### src/rtl/demux3_pkg.sv
// Shared constants for the 1-to-3 stream demultiplexer:
// select encodings, slot state encoding and the select decoder.
package demux3_pkg;

    localparam logic [1:0] SEL_CH1 = 2'b00;
    localparam logic [1:0] SEL_CH2 = 2'b01;
    localparam logic [1:0] SEL_CH3 = 2'b1x;

    localparam int NCH   = 3;
    localparam int CNT_W = 8;

    typedef enum logic {
        ST_EMPTY = 1'b0,
        ST_FULL  = 1'b1
    } slot_st_e;

    // One-hot target: bit k-1 selects channel k; s0 is ignored when s1=1.
    function automatic logic [NCH-1:0] sel_decode(
        input logic s1,
        input logic s0
    );
        logic [1:0] sel;
        logic [NCH-1:0] tgt;
        sel = {s1, s0};
        tgt = '0;
        unique case (1'b1)
            (sel ==? SEL_CH3): tgt = 3'b100;
            (sel ==  SEL_CH2): tgt = 3'b010;
            (sel ==  SEL_CH1): tgt = 3'b001;
            default:           tgt = 3'b001;
        endcase
        return tgt;
    endfunction

endpackage

### src/rtl/demux3_stream_if.sv
// Upstream and per-channel downstream handshake bundle
// of the 1-to-3 stream demultiplexer.
interface demux3_stream_if #(
    parameter int W = 8
);

    logic         in_valid;
    logic         in_ready;
    logic [W-1:0] in_data;
    logic         s0;
    logic         s1;

    logic [2:0]   out_valid;
    logic [2:0]   out_ready;
    logic [W-1:0] out1_data;
    logic [W-1:0] out2_data;
    logic [W-1:0] out3_data;
    logic [7:0]   out1_cnt;
    logic [7:0]   out2_cnt;
    logic [7:0]   out3_cnt;

    modport master (
        output in_valid,
        input  in_ready,
        output in_data,
        output s0,
        output s1,
        input  out_valid,
        output out_ready,
        input  out1_data,
        input  out2_data,
        input  out3_data,
        input  out1_cnt,
        input  out2_cnt,
        input  out3_cnt
    );

    modport slave (
        input  in_valid,
        output in_ready,
        input  in_data,
        input  s0,
        input  s1,
        output out_valid,
        input  out_ready,
        output out1_data,
        output out2_data,
        output out3_data,
        output out1_cnt,
        output out2_cnt,
        output out3_cnt
    );

endinterface

### src/rtl/demux_slot.sv
// One-entry output buffer: EMPTY/FULL state, data register
// and a wrapping count of words delivered downstream.
module demux_slot
    import demux3_pkg::*;
#(
    parameter int W = 8
) (
    input  logic             clk,
    input  logic             rst_n,
    input  logic             load,
    input  logic [W-1:0]     load_data,
    input  logic             out_ready,
    output logic             ready,
    output logic             out_valid,
    output logic [W-1:0]     out_data,
    output logic [CNT_W-1:0] cnt
);

    slot_st_e         st_q;
    slot_st_e         st_d;
    logic [W-1:0]     data_q;
    logic [W-1:0]     data_d;
    logic [CNT_W-1:0] cnt_q;
    logic [CNT_W-1:0] cnt_d;
    logic             drain;

    always_comb begin
        drain  = (st_q == ST_FULL) && out_ready;
        st_d   = st_q;
        data_d = data_q;
        cnt_d  = cnt_q;
        // A load wins over a drain: the slot refills in the same cycle.
        if (load) begin
            st_d   = ST_FULL;
            data_d = load_data;
        end else if (drain) begin
            st_d = ST_EMPTY;
        end
        if (drain) begin
            cnt_d = cnt_q + 1'b1;
        end
    end

    always_ff @(posedge clk or negedge rst_n) begin
        if (!rst_n) begin
            st_q   <= ST_EMPTY;
            data_q <= '0;
            cnt_q  <= '0;
        end else begin
            st_q   <= st_d;
            data_q <= data_d;
            cnt_q  <= cnt_d;
        end
    end

    assign ready     = (st_q == ST_EMPTY) || out_ready;
    assign out_valid = (st_q == ST_FULL);
    assign out_data  = data_q;
    assign cnt       = cnt_q;

endmodule

### src/rtl/demux3_stream.sv
// 1-to-3 valid/ready stream demultiplexer: decodes s1/s0 to a
// target channel and steers each accepted word into its slot.
module demux3_stream
    import demux3_pkg::*;
#(
    parameter int W = 8
) (
    input  logic           clk,
    input  logic           rst_n,
    demux3_stream_if.slave bus
);

    logic [NCH-1:0]   tgt;
    logic [NCH-1:0]   slot_rdy;
    logic [NCH-1:0]   load;
    logic [NCH-1:0]   slot_vld;
    logic [W-1:0]     slot_data [NCH];
    logic [CNT_W-1:0] slot_cnt  [NCH];
    logic             acc;

    always_comb begin
        tgt  = sel_decode(bus.s1, bus.s0);
        acc  = bus.in_valid && |(tgt & slot_rdy);
        load = acc ? tgt : '0;
    end

    // Ready depends only on the decoded target, so a stalled
    // channel never blocks words headed elsewhere.
    assign bus.in_ready  = |(tgt & slot_rdy);
    assign bus.out_valid = slot_vld;
    assign bus.out1_data = slot_data[0];
    assign bus.out2_data = slot_data[1];
    assign bus.out3_data = slot_data[2];
    assign bus.out1_cnt  = slot_cnt[0];
    assign bus.out2_cnt  = slot_cnt[1];
    assign bus.out3_cnt  = slot_cnt[2];

    for (genvar k = 0; k < NCH; k++) begin : g_slot
        demux_slot #(
            .W(W)
        ) u_slot (
            .clk      (clk),
            .rst_n    (rst_n),
            .load     (load[k]),
            .load_data(bus.in_data),
            .out_ready(bus.out_ready[k]),
            .ready    (slot_rdy[k]),
            .out_valid(slot_vld[k]),
            .out_data (slot_data[k]),
            .cnt      (slot_cnt[k])
        );
    end

endmodule
### src/flat_wrapper.sv
// flat-port wrapper written by rule: the top's interface ports become plain ports
module demux3_stream_flat import demux3_pkg::*;
#(
    parameter int W = 8
)
  (clk, rst_n, bus_in_valid, bus_in_ready, bus_in_data, bus_s0, bus_s1, bus_out_valid, bus_out_ready, bus_out1_data, bus_out2_data, bus_out3_data, bus_out1_cnt, bus_out2_cnt, bus_out3_cnt);
  demux3_stream_if #(.W(W)) bus_i ();
  input  logic clk;
  input  logic rst_n;
  input wire logic [$bits(bus_i.in_valid)-1:0] bus_in_valid;
  output wire logic [$bits(bus_i.in_ready)-1:0] bus_in_ready;
  input wire logic [$bits(bus_i.in_data)-1:0] bus_in_data;
  input wire logic [$bits(bus_i.s0)-1:0] bus_s0;
  input wire logic [$bits(bus_i.s1)-1:0] bus_s1;
  output wire logic [$bits(bus_i.out_valid)-1:0] bus_out_valid;
  input wire logic [$bits(bus_i.out_ready)-1:0] bus_out_ready;
  output wire logic [$bits(bus_i.out1_data)-1:0] bus_out1_data;
  output wire logic [$bits(bus_i.out2_data)-1:0] bus_out2_data;
  output wire logic [$bits(bus_i.out3_data)-1:0] bus_out3_data;
  output wire logic [$bits(bus_i.out1_cnt)-1:0] bus_out1_cnt;
  output wire logic [$bits(bus_i.out2_cnt)-1:0] bus_out2_cnt;
  output wire logic [$bits(bus_i.out3_cnt)-1:0] bus_out3_cnt;
  assign bus_i.in_valid = bus_in_valid;
  assign bus_in_ready = bus_i.in_ready;
  assign bus_i.in_data = bus_in_data;
  assign bus_i.s0 = bus_s0;
  assign bus_i.s1 = bus_s1;
  assign bus_out_valid = bus_i.out_valid;
  assign bus_i.out_ready = bus_out_ready;
  assign bus_out1_data = bus_i.out1_data;
  assign bus_out2_data = bus_i.out2_data;
  assign bus_out3_data = bus_i.out3_data;
  assign bus_out1_cnt = bus_i.out1_cnt;
  assign bus_out2_cnt = bus_i.out2_cnt;
  assign bus_out3_cnt = bus_i.out3_cnt;
  demux3_stream #(.W(W)) u_core (.clk(clk), .rst_n(rst_n), .bus(bus_i));
endmodule
### config.mk
export PLATFORM = sky130hd
export DESIGN_NAME = demux3_stream_flat
export DESIGN_NICKNAME = d
export VERILOG_FILES = /design/src/rtl/demux3_pkg.sv /design/src/rtl/demux3_stream_if.sv /design/src/rtl/demux_slot.sv /design/src/rtl/demux3_stream.sv /design/src/flat_wrapper.sv
export SDC_FILE = /design/constraint.sdc
export NUM_CORES = 1
export LEC_CHECK = 0
export CORE_MARGIN = 2
export CORE_UTILIZATION = 41
export CTS_CLUSTER_SIZE = 25
export DETAILED_ROUTE_END_ITERATION = 7
export PLACE_DENSITY = 0.78
export SETUP_SLACK_MARGIN = 0.5
export SLEW_MARGIN = 20
export SYNTH_ARGS = -nofsm -noshare
export SYNTH_HDL_FRONTEND = slang
export SYNTH_HIERARCHICAL = 1
export SYNTH_SLANG_ARGS = --single-unit
export TNS_END_PERCENT = 50
### constraint.sdc
create_clock -name clk -period 1.32 [get_ports clk]
set_clock_uncertainty 0.05 [all_clocks]
set_input_delay 0.264 -clock clk [delete_from_list [all_inputs] [get_ports clk]]
set_output_delay 0.264 -clock clk [all_outputs]
set_load 0.05 [all_outputs]
After elaboration in Yosys (flattened, before gate mapping)
Cells that the tools add are included.

Mux-type cells: 8. $mul: 0. Shift-type cells: 0. $lt $le $gt $ge: 0. Reduce and logical (&&, ||, !) cells: 11. Div/mod/pow operators: 0. Bitwise logic cells: 4. Add/subtract/negate cells: 3. Equality and inequality tests: 1.

Operators with widths (count): $add 8x1->8 const B (3); $mux 1 (6); $pmux 3 s2 (1); $reduce_bool 2->1 (3); $logic_and 1x1->1 (4); $and 3x3->3 (1); $logic_or 1x1->1 (3); $mux 3 (1); $not 1->1 (3); $reduce_or 3->1 (1); $eq 2x1->1 const B (1).

Latch bits: 0. Word-level logic and storage cells: 36. Register bits: 51. Bits in writable memories: 0. Input port bits: 16. Memory bits (read-only): 0. Memories: 0.

Depth between registers and ports, before layout
Gate-level depths: netlist of run 1.

Depth in word-level cells: 7. Mapped depth: 4.

Cells and area by module
The synthesis of run 1 kept the hierarchy.

Modules (own cells, without submodules): demux_slot (cells each 48, times used 3, seq. area each 425.4 sq um, area each 691.9 sq um); demux3_stream (cells each 6, times used 1, seq. area each 0.0 sq um, area each 48.8 sq um).

Worst setup path after synthesis of run 1
OpenSTA, ideal clock, no wires.

Kind: flip-flop to output port. Start: reg u_core.g_slot[1].u_slot.st_q. End: out bus_in_ready. Cell stages (with the launch flop): 4. Path slack: -0.601 ns. Arrival: 1.607 ns. Required time: 1.006 ns. Path through: dfrtp_1 > or2b_1 > mux2i_1 > o21ai_1.

Word-level cells in the longest chain between the ends: 4.

RTL lines: start: declaration (RTL line demux_slot.sv:19) `slot_st_e st_q;`; start signal: assignment (RTL line demux_slot.sv:50) `st_q <= st_d;`; $not 1->1 (RTL line demux_slot.sv:56) `assign ready = (st_q == ST_EMPTY) || out_ready;`; $logic_or 1x1->1 (RTL line demux_slot.sv:56); net u_core.slot_rdy[1] (RTL line demux3_stream.sv:14) `logic [NCH-1:0] slot_rdy;`; $and 3x3->3 (RTL line demux3_stream.sv:29) `assign bus.in_ready = |(tgt & slot_rdy);`; $reduce_or 3->1 (RTL line demux3_stream.sv:29); end: declaration (RTL line flat_wrapper.sv:11) `output wire logic [$bits(bus_i.in_ready)-1:0] bus_in_ready;`.

The timed path passes the listed nets, and every way through them passes these cells.

Worst setup path in the final report of run 1
Start: in bus_s0. End: out bus_in_ready.

Word-level cells in the longest chain between the ends: 4.

RTL lines: start: declaration (RTL line flat_wrapper.sv:13) `input wire logic [$bits(bus_i.s0)-1:0] bus_s0;`; $eq 2x1->1 (RTL line demux3_pkg.sv:28) `(sel == SEL_CH2): tgt = 3'b010;`; $pmux 3 s2 (RTL line demux3_pkg.sv:26) `unique case (1'b1)`; $and 3x3->3 (RTL line demux3_stream.sv:29); $reduce_or 3->1 (RTL line demux3_stream.sv:29).

No other way between the ends.

==> results.yml, run 1 <==
sta:
  max_slew_margin_pct: 81.9
  min_period_over_period_pct: 134
  finalHoldViolations: 0
  finalMaxSlewViolations: 0
  max_freq_ghz: 0.564
  rsz0062_at_grt: "yes"
  fin_setup_tns_ns: -6.88
  setup_ws_ns: -0.453
  tightest_slew_ns: 0.271
  setup_viol: 35
  min_period_ns: 1.77
logic_synthesis:
  yosysSeqAreaShare_pct: 60.1
  yosysTopAreaCell: "dfrtp_1"
  synth-simple-area-share_pct: 13.8
  synth_top_family_by_area: "multiplexers"
  synth_cell_type_count: 19
  synth_compound_gate_area_share_pct: 0.236
  synth_fa_ha_area_share_pct: 1.77
  yosys_warnings: 6
  synthMuxAreaShare_pct: 14.8
  synth_cells: 150
  synthXorXnorAreaFrac_pct: 8.66
  netlist_area_um2: 2120
  ys_top_cells_by_area: "dfrtp_1, mux2_2, xnor2_1"
  synth_top_area_share_pct: 60.1
  syn_area_per_cell_um2: 14.2
  synth_fp_nets: 169
  synth-seq-cells: 51
place:
  numPortBuffers: 67
  place_congestion: 0.754
  placed_cell_area_um2: 3580
  dpl.hpwl_mm: 3.60
grt:
  grt_overflow_total: 0
  gr-usage-all-layers_pct: 20.5
  grt_pass1_wl_mm: 9.36
  antenna_found_initial: 0
  grt_pass1_vias: 1837
  grt_max_degree: 52
status:
  violations: "setup timing"
  status: "finished, violations left"
die:
  initial_core_util_pct: 42.1
  die_height_um: 76.0
  io-pin-count: 68
  die_area_um2: 5770
  fp-row-count: 26
  chipWidth_um: 76.0
  core_um2: 5040
worst_setup_path:
  required_ns: 1.01
  crit_arrival_ns: 1.46
  endpoint_kind: "output port"
  cp_max_fo: 3
  r2r.worst_path.cells: 4
  path_class: "in -> out"
  start_kind: "input port"
cells_and_area:
  drive_above_1_share_pct: 76.6
  layout.nets: 292
  fillers: 222
  syn_to_final_growth_pct: 104
  diodes: 0
  final_cell_area_um2: 4340
  utilization_pct: 86.1
power_and_ir_drop:
  seq_power_share_pct: 30.9
  p_int_uw: 4840
  netSwitchingFraction_pct: 39.2
  netSwitchingPower_uw: 3120
  power_density_nw_per_um2: 1830
  comb_power_share_pct: 56.9
  worst_ir_drop_vdd_mv: 1.37
  p_leak_uw: 0.00211
  clockPowerShare_pct: 12.2
clock_tree:
  cts.htree.levels: 2
  cts_num_sinks: 51
  cts_max_path_buffers: 2
  clock_latency_ns: 0.30
  root_buffer: "clkbuf_8"
  numCtsBuffers: 5
  tritoncts: "built"
  clkTransAtPathRegs_ns: 0.09
route:
  drtIter0Drc: 70
  dr.pass1.iters: 4
  wl_per_cell_um: 18.6
  ant_nets: 0
  drc: 0
  wl_mm: 6.39
  vias: 1696
  via_per_inst: 4.93
job:
  cap_violations: 0
min_path:
  hold_class: "in -> async"
==> logic make-up after synthesis <==
kind of cell / Yosys count
muxes: 28
xor gates and xnor gates: 21
AOI/OAI and AO/OA: 1
buffers and inverters: 3
and+or+nand+nor: 43
adders and majority gates: 3
DFF: 51
==> cell type report <==
type | instances | area [um2] | area share [%]
timing repair buffer | 118 | 1650 | 38.0
sequential | 51 | 1310 | 30.1
multi-input combinational | 97 | 1200 | 27.5
clock buffer | 8 | 100 | 2.30
tap | 70 | 87.6 | 2.02
==> stage by stage <==
stage / std cells / hold WS [ns] / setup WS [ns] / power, uW
finish: 344 / 0.0648 / -0.453 / 7970
global route: 344 / 0.0796 / -0.477 / 8270
CTS: 328 / 0.438 / -0.390 / 7600
detailed placement: 296 / 0.225 / -0.557 / 6160
global placement: 296 / 0.225 / -0.518 / 6070
floorplan: 150 / -0.0816 / -0.267 / 4140
==> layer usage <==
metal	vias up	global-route usage (%)	part of all wire [%]
met4	0	3.64	0.44
met1	878	24.1	39
li1	764	-	-
met5	-	0	0
met2	50	35.8	54
met3	4	8.29	6.3
==> power by group through the flow <==
stage	clock [uW]	sequential, uW	combinational [uW]
5_1_grt	1060	2520	4700
3_3_place_gp	0	2560	3510
2_1_floorplan	0	3600	533
3_5_place_dp	0	2580	3580
4_1_cts	988	2450	4160
6_report	968	2460	4530
==> what timing repair did <==
item | 4_1_cts | 5_1_grt
pin swaps | 24 | 24
endpoints found under the setup margin | 103 | 117
endpoints found under the hold margin | 51 | 0
resized for setup | 37 | 42
buffers inserted | 23 | 15
cloned | 0 | 1
hold buffers | 1 | 0
==> worst paths after layout <==
| kind | startpoint | slack, ns | endpoint |
|---|---|---|---|
| hold reg to reg | u_core/g_slot[0].u_slot/cnt[7] | 0.49 | u_core/g_slot[0].u_slot/cnt[7] |
| setup / recovery | bus_s0 | -0.45 | bus_in_ready |
| hold / removal | rst_n | 0.06 | u_core/g_slot[2].u_slot/cnt[7] |
| max in group asynchronous | rst_n | 0.90 | u_core/g_slot[1].u_slot/cnt[1] |
| setup reg to reg | u_core/g_slot[0].u_slot/out_valid | -0.35 | u_core/g_slot[0].u_slot/out_data[2] |
| min in group clk | u_core/g_slot[0].u_slot/cnt[7] | 0.49 | u_core/g_slot[0].u_slot/cnt[7] |
==> state kept, by name, indices dropped and copies added (netlist names) <==
name / count
u_core/g_slot.u_slot/cnt: 24
u_core/g_slot.u_slot/out_data: 24
u_core/g_slot.u_slot/out_valid: 3
==> cells in the final DEF (no fill, tap or decap), types with 7 or more instances in the layout <==
cell type,count
clkdlybuf4s50_1,11
buf_12,54
clkbuf_8,7
xnor2_2,13
mux2_2,13
buf_4,33
buf_6,15
nand2_4,7
dfrtp_2,25
dfrtp_1,26
mux2_4,14
==> critical path, stage by stage <==
cell and delay [ns]:
clkdlybuf4s50_1 0.52, buf_4 0.15, mux2i_2 0.27, o21ai_2 0.10
buf_12 0.15
==> synth_stat cells <==
| cell | number |
|---|---|
| dfrtp_1 | 51 |
| mux2_2 | 27 |
| nand2_1 | 16 |
| xnor2_1 | 15 |
| xor2_1 | 6 |
| and3_1 | 4 |
| and4_4 | 3 |
| buf_2 | 3 |
| ha_1 | 3 |
| nand2b_1 | 3 |
| nand3_2 | 3 |
| nand4_2 | 3 |
| nor2_1 | 3 |
| nor3_2 | 3 |
| or2b_1 | 3 |
| and4b_2 | 1 |
| and4bb_2 | 1 |
| mux2i_1 | 1 |
| o21ai_1 | 1 |
(Power assumes the default switching activity.)
==> run 2, diff against run 1 <==
--- a/config.mk
+++ b/config.mk
@@ -5,6 +5,7 @@
 export SDC_FILE = /design/constraint.sdc
 export NUM_CORES = 1
 export LEC_CHECK = 0
+export ABC_CLOCK_PERIOD_IN_PS = 1320
 export CORE_MARGIN = 2
 export CORE_UTILIZATION = 41
 export CTS_CLUSTER_SIZE = 25
==> results of run 2 <==
Same layout as run 1: the final DEF is identical, and so are final timing and power.
==> run 3, diff against run 2 <==
--- a/config.mk
+++ b/config.mk
@@ -6,11 +6,11 @@
 export NUM_CORES = 1
 export LEC_CHECK = 0
 export ABC_CLOCK_PERIOD_IN_PS = 1320
-export CORE_MARGIN = 2
+export CAP_MARGIN = 20
 export CORE_UTILIZATION = 41
 export CTS_CLUSTER_SIZE = 25
 export DETAILED_ROUTE_END_ITERATION = 7
-export PLACE_DENSITY = 0.78
+export PLACE_DENSITY = 0.75
 export SETUP_SLACK_MARGIN = 0.5
 export SLEW_MARGIN = 20
 export SYNTH_ARGS = -nofsm -noshare
==> run 3 against run 2 <==
  * The flow still finishes with violations (setup timing)
  * Flip-flop and latch count stayed put
  * Critical path depth is 1 lower
  * Maximum frequency is 2.1% higher
  * Via count is 6.3% higher
  * Non-clock buffer count is 12 higher
  * Final area is 2.6% higher
  * Critical endpoint unchanged
  * Die area is 5.2% lower
  * Clock power is 23% higher
==> results.yml, run 3 (synthesis results as in run 1) <==
grt:
  grt_overflow_total: 0
  gr-usage-all-layers_pct: 26.7
  grt_pass1_vias: 1998
  grt_pass1_wl_mm: 10.4
  grt_max_degree: 52
  antenna_found_initial: 0
cells_and_area:
  layout.nets: 303
  final_common_cell: "buf_12"
  diodes: 0
  stdcell_count: 352
  final_cell_mix: "buf_12, buf_4, dfrtp_1"
  drive_above_1_share_pct: 77.2
  syn_to_final_growth_pct: 110
  utilization_pct: 91.9
sta:
  min_period_over_period_pct: 132
  setup_viol: 44
  finalHoldViolations: 0
  max_freq_ghz: 0.576
  finalMaxSlewViolations: 0
  rsz0062_at_grt: "yes"
  max_slew_margin_pct: 81.2
  tightest_slew_ns: 0.282
  setup_ws_ns: -0.416
  min_period_ns: 1.74
clock_tree:
  clkTransAtPathRegs_ns: 0.11
  cts.htree.levels: 2
  cts_max_path_buffers: 2
  root_buffer: "clkbuf_8"
  clock_latency_ns: 0.32
  tritoncts: "built"
  numCtsBuffers: 5
  cts_num_sinks: 51
route:
  wl_per_cell_um: 23.2
  via_per_inst: 5.12
  dr.pass1.iters: 4
  vias: 1802
  drc: 0
  drtIter0Drc: 52
  ant_nets: 0
  wl_mm: 8.16
worst_setup_path:
  rr_startpoint: "u_core/g_slot[1].u_slot/out_valid"
  worstReg2RegEnd: "u_core/g_slot[1].u_slot/out_data[6]"
  endpoint: "bus_in_ready"
  crit_arrival_ns: 1.42
  endpoint_kind: "output port"
  start_kind: "register"
  path_class: "reg -> out"
  r2r.worst_path.cells: 5
  required_ns: 1.01
  cp-startpoint: "u_core/g_slot[1].u_slot/out_valid"
  cp_max_fo: 2
  rrSetupSlack_ns: -0.41
power_and_ir_drop:
  finalPower_uw: 8560
  comb_power_share_pct: 56.8
  clockPowerShare_pct: 13.9
  power_density_nw_per_um2: 1920
  worst_ir_drop_vdd_mv: 1.38
  seq_power_share_pct: 29.2
  p_leak_uw: 0.00214
  netSwitchingPower_uw: 3430
  p_int_uw: 5130
  netSwitchingFraction_pct: 40.1
die:
  die_area_um2: 5470
  initial_core_util_pct: 43.8
  chipWidth_um: 74.0
  core_um2: 4850
  die_height_um: 74.0
  fp-row-count: 25
  io-pin-count: 68
min_path:
  hold_class: "in -> async"
status:
  status: "finished, violations left"
  violations: "setup timing"
place:
  numPortBuffers: 67
  place_congestion: 0.737
  dp_cells: 294
  dpl.hpwl_mm: 3.74
job:
  cap_violations: 0
[run 3: what timing repair did]
action                                 in CTS  in global routing
pin swaps                                  32                 19
endpoints found under the hold margin      51                  0
setup endpoints to repair                 103                116
cloned                                      1                  0
gates resized for setup                    52                 29
hold buffers                                1                  0
buffers inserted                           31                 17
[run 3: final cells by class]
cell class | instances | area, um2
repair buffers | 130 | 1780
multi-input cells | 96 | 1170
fillers | 131 | 393
flip-flops and latches | 51 | 1310
clock buffers | 6 | 82.6
clock inverters | 2 | 35.0
well taps | 67 | 83.8
[run 3: stage by stage]
step	hold slack, ns	setup TNS (ns)	setup WS, ns	area [um2]
after floorplan	-0.0816	-6.52	-0.267	2240
after global placement	0.217	-14.65	-0.490	3590
after detailed placement	0.222	-16.07	-0.536	3590
after CTS	0.368	-5.23	-0.398	4210
after global routing	0.0872	-11.05	-0.446	4460
final	0.0448	-9.78	-0.416	4460
[run 3: per-layer routing]
layer / vias up / track usage, % / part of all wire, %
met5: - / 0 / 0
met3: 25 / 5.83 / 4.9
met2: 79 / 48.8 / 54
li1: 780 / - / -
met1: 918 / 29.2 / 38
met4: 0 / 13.2 / 3.6
[run 3: how the worst min path moves through the flow]
| stage | startpoint | to | slack, ns | cells past startpoint |
|---|---|---|---|---|
| after floorplan | rst_n | u_core/g_slot[0].u_slot/cnt[0] | -0.08 | 0 |
| after global placement | rst_n | u_core/g_slot[2].u_slot/out_data[4] | 0.22 | 2 |
| after detailed placement | rst_n | u_core/g_slot[2].u_slot/out_data[4] | 0.22 | 2 |
| after CTS | bus_out_ready[0] | u_core/g_slot[0].u_slot/out_valid | 0.37 | 3 |
| after global routing | rst_n | u_core/g_slot[0].u_slot/out_data[3] | 0.09 | 3 |
| final | rst_n | u_core/g_slot[0].u_slot/out_data[3] | 0.04 | 3 |
[run 3: power groups by stage]
stage	sequential [uW]	combinational [uW]	clock (uW)
after CTS	2450	4470	1140
after global routing	2530	4990	1260
after detailed placement	2600	3580	0
final	2500	4860	1190
after floorplan	3600	533	0
after global placement	2540	3510	0
[run 3: critical path, cell delays in order, from the launching register on]
cell     delay (ns)
dfrtp_2        0.38
or2b_1         0.27
mux2i_1        0.20
o21ai_2        0.10
buf_12         0.16
==> edit 1 (flow settings as in run 3) <==
Reset style: synchronous (`rst_n`), changed in one clocked block.
--- a/src/rtl/demux_slot.sv
+++ b/src/rtl/demux_slot.sv
@@ -41,7 +41,7 @@
         end
     end
 
-    always_ff @(posedge clk or negedge rst_n) begin
+    always_ff @(posedge clk) begin
         if (!rst_n) begin
             st_q   <= ST_EMPTY;
             data_q <= '0;
Check against the original RTL: differs if rst_n is asserted again (counterexample within 4 cycles, from zero or initial values and one cycle with rst_n low); with rst_n held inactive, the same outputs for 10 cycles.
==> edit 1 against run 3 <==
- the run still ends with negative setup slack left
- sequential cell count did not move
- wire length fell by 20%
- synthesized cell count rose by 46%
- area after synthesis rose by 2.3%
- design area fell by 3.3%
- setup slack improved by 260 ps
Power is not compared: it rests on default switching activity, and its combinational part moved more than twofold at a synthesized area within 25%.
==> edit 1: results <==
{
  "setup_violations": 23,
  "violations": "negative setup slack",
  "drtIter0Drc": 47,
  "drt_pre_antenna_iters": 4,
  "final_nets": 343,
  "synthTopCellsByArea": "dfxtp_1 (47%), mux2i_1 (13%), nor2b_1 (6.9%), a21boi_1 (3.1%), nand2_1 (2.8%)",
  "synth_compound_area_share_pct": 9.90,
  "grt_pass1_vias": 1934,
  "arrival_ps": 1160,
  "antennaDiodeCount": 0,
  "grt_pass1_wl_um": 8940,
  "antenna_found_initial": 0,
  "seqCellArea_mm2": 0.00115,
  "nFillCells": 260,
  "r2r_slack_ps": -140,
  "worst_skew_pair.late_latency_ps": 310,
  "dr.max_layer_used": "met4",
  "synth_fp_nets": 238,
  "synth_xor_area_share_pct": 2.42,
  "hold_ws_ps": 441,
  "dpl.hpwl_um": 3840,
  "detailedPlace.worstSlack_ps": -461,
  "hp-class": "reg -> reg",
  "setup_ws_ps": -157,
  "tightestPinTransition_ps": 329,
  "ys_types": 26,
  "post_synth_fa_ha_maj_area_fraction_pct": 1.73,
  "synth_common_cells": "dfxtp_1 (51), mux2i_1 (28), nor2b_1 (24)",
  "yosysSeqAreaShare_pct": 47.0,
  "drive_gt1_share_pct": 56.9,
  "setup_tns_ps": -1310,
  "drt-met1-wl_um": 2570,
  "wl_met2_um": 3440,
  "post_dp_cell_area_mm2": 0.00378,
  "synth.area.mux_share_pct": 12.9,
  "outcome": "finished, violations left",
  "async_reset_ff_share_pct": 0,
  "vias": 2049,
  "place_congestion": 0.756,
  "drt-total-wl_um": 6490,
  "grt_max_degree": 37
}
==> edit 1: worst max-delay path, stage by stage (launching register included) <==
cell,delay (ps)
dfxtp_4,380
nand2b_4,70
mux2i_4,170
o21ai_4,80
buf_12,150
==> edit 1: cell families after synthesis <==
kind of cell             count (synthesis)
AND/OR/NAND/NOR                         85
multiplexers                            28
adder cells (fa/ha/maj)                  3
XOR/XNOR                                 6
AO/OA/AOI/OAI                           31
flip-flops                              51
buffers and inverters                   15
==> edit 1: final timing paths <==
check / startpoint / cells after the start / end
max: u_core/g_slot[1].u_slot/out_valid / 4 / bus_in_ready
max reg2reg: u_core/g_slot[0].u_slot/out_valid / 6 / u_core/g_slot[0].u_slot/out_data[4]
min reg2reg: u_core/g_slot[2].u_slot/cnt[7] / 2 / u_core/g_slot[2].u_slot/cnt[7]
min: u_core/g_slot[2].u_slot/cnt[7] / 2 / u_core/g_slot[2].u_slot/cnt[7]
==> edit 1: what timing repair did <==
action,CTS,global route
setup buffers,9,10
cloned,2,0
pin swaps,11,14
resized for setup,58,20
endpoints found under the setup margin,103,103
==> edit 1: routing by layer <==
metal	vias up	global-route usage [%]
li1	975	-
met1	1003	23.5
met3	14	7.63
met2	57	37.4
met5	-	0
met4	0	8.81
==> edit 1: through the flow <==
| step | total power [mW] | cells |
|---|---|---|
| 2_1_floorplan | 1.85 | 219 |
| 3_3_place_gp | 2.15 | 366 |
| 3_5_place_dp | 2.16 | 366 |
| 4_1_cts | 3.23 | 385 |
| 5_1_grt | 3.37 | 395 |
| 6_report | 3.26 | 395 |
==> edit 1: final cells by class <==
cell class	count	share of cell area [%]
Timing Repair Buffer	104	37.0
Tap cell	70	2.03
Clock inverter	2	0.319
Clock buffer	6	2.18
Sequential cell	51	26.7
Inverter	9	0.784
Multi-Input combinational cell	153	31.0
==> edit 1: report_power, final <==
group / internal (mW) / leakage, nW / total [mW] / switching (mW)
Sequential: 1.53 / 0.445 / 1.58 / 0.0469
Combinational: 0.336 / 1.09 / 0.635 / 0.299
Clock: 0.490 / 0.0563 / 1.04 / 0.555
Total: 2.36 / 1.59 / 3.26 / 0.901
==> edit 2 (settings of run 3) <==
Without the edit above. `W` is set to 8 in 4 places; all go to 10.
--- a/src/rtl/demux3_stream_if.sv
+++ b/src/rtl/demux3_stream_if.sv
@@ -1,7 +1,7 @@
 // Upstream and per-channel downstream handshake bundle
 // of the 1-to-3 stream demultiplexer.
 interface demux3_stream_if #(
-    parameter int W = 8
+    parameter int W = 10
 );
 
     logic         in_valid;
--- a/src/rtl/demux_slot.sv
+++ b/src/rtl/demux_slot.sv
@@ -3,7 +3,7 @@
 module demux_slot
     import demux3_pkg::*;
 #(
-    parameter int W = 8
+    parameter int W = 10
 ) (
     input  logic             clk,
     input  logic             rst_n,
--- a/src/rtl/demux3_stream.sv
+++ b/src/rtl/demux3_stream.sv
@@ -3,7 +3,7 @@
 module demux3_stream
     import demux3_pkg::*;
 #(
-    parameter int W = 8
+    parameter int W = 10
 ) (
     input  logic           clk,
     input  logic           rst_n,
--- a/src/flat_wrapper.sv
+++ b/src/flat_wrapper.sv
@@ -1,7 +1,7 @@
 // flat-port wrapper written by rule: the top's interface ports become plain ports
 module demux3_stream_flat import demux3_pkg::*;
 #(
-    parameter int W = 8
+    parameter int W = 10
 )
   (clk, rst_n, bus_in_valid, bus_in_ready, bus_in_data, bus_s0, bus_s1, bus_out_valid, bus_out_ready, bus_out1_data, bus_out2_data, bus_out3_data, bus_out1_cnt, bus_out2_cnt, bus_out3_cnt);
   demux3_stream_if #(.W(W)) bus_i ();
Interface: changed (resized bus_in_data, bus_out1_data, bus_out2_data and bus_out3_data); port bits go from 68 to 76. No check against the original RTL was run, so the function may have changed too.
==> edit 2 against run 3 <==
- the flow still finishes with violations (negative setup slack)
- area after synthesis grew 10%
- wire length is 0.92% lower
- setup slack worse by 61 ps
- power is 10% higher
- sequential cell count is 6 higher
- fmax shrank 3.4%
- via count up 10%
- design area up 12%
- die area rose by 10%
==> edit 2: results <==
{
  "outcome": "finished, violations left",
  "violations": "negative setup slack",
  "tightestPinTransition_ps": 285,
  "post_synth_fa_ha_maj_area_fraction_pct": 1.60,
  "use_met3_pct": 9.29,
  "grt_pass1_vias": 2052,
  "synthTopCellsByArea": "dfrtp_1 (61%), mux2_2 (16%), xnor2_1 (5.6%), nand2_1 (2.6%), xor2_1 (2.2%)",
  "synth_fp_nets": 183,
  "synth_compound_area_share_pct": 0.214,
  "reg2reg_from": "u_core/g_slot[0].u_slot/out_valid",
  "leakagePower_nw": 2.39,
  "synth_xor_area_share_pct": 7.85,
  "internal_power_mw": 5.74,
  "reg2reg_to": "u_core/g_slot[0].u_slot/out_data[2]",
  "grt_usage_pct": 24.7,
  "place_congestion": 0.730,
  "grt_pass1_wl_um": 11000,
  "avgSynthCellArea_um2": 14.5,
  "detailedPlace.worstSlack_ps": -544,
  "grt_max_degree": 58,
  "seqCellArea_mm2": 0.00146,
  "place.port_buffers": 75,
  "clkPwrFrac_pct": 15.5,
  "use_met2_pct": 41.7,
  "clk_pin_slew_worst_paths_ps": 70,
  "dpl.hpwl_um": 3960,
  "synth_common_cells": "dfrtp_1 (57), mux2_2 (33), nand2_1 (16)",
  "use_met1_pct": 28.8,
  "startpoint": "bus_out_ready[0]",
  "peakVddDrop_v": 0.00124,
  "vias": 1982,
  "setup_ws_ps": -477,
  "hold_ws_ps": 50.9,
  "setup_tns_ps": -8330,
  "nFillCells": 202,
  "slowest_stage": "clkdlybuf4s50_1",
  "wl_met2_um": 4110,
  "final_cells": 389,
  "r2r_slack_ps": -360,
  "slowest_delay_ps": 430,
  "seq_power_share_pct": 28.8,
  "power.density_mw_per_mm2": 1890,
  "cts_buffers": 9,
  "dr_wl_met3_um": 571,
  "setup_violations": 36,
  "drive_gt1_share_pct": 76.9,
  "placed_cells": 320,
  "antenna_found_initial": 1,
  "arrival_ps": 1480,
  "synth.area.mux_share_pct": 16.3,
  "drtIter0Drc": 84
}
-- edit 2: cell types whose count changed in the layout (fill, tap and decap cells not counted), sizes merged, moves of 2 or more --
cell           change
buf                +6
clkbuf             +7
clkdlybuf4s50      +2
clkinv             +2
dfrtp              +6
mux2               +6
-- edit 2: timing repair --
action                                  4_1_cts  5_1_grt
pin swaps                                    33       26
endpoints found under the setup margin      115      172
gates cloned                                  3        0
hold endpoints to repair                     57        0
hold buffers                                  1        0
setup buffers                                25       23
gates resized for setup                      69       38
-- edit 2: cell type report --
class / instances / area share, %
Timing Repair Buffer: 138 / 38.1
Sequential cell: 57 / 29.2
Multi-Input combinational cell: 105 / 27.3
Clock buffer: 13 / 3.19
Tap cell: 72 / 1.81
Clock inverter: 3 / 0.301
Antenna cell: 1 / 0.0502
-- edit 2: tightest hold or removal path: cells and delay by family --
kind	cells	cell delay (ps)
buffers and inverters	3	540
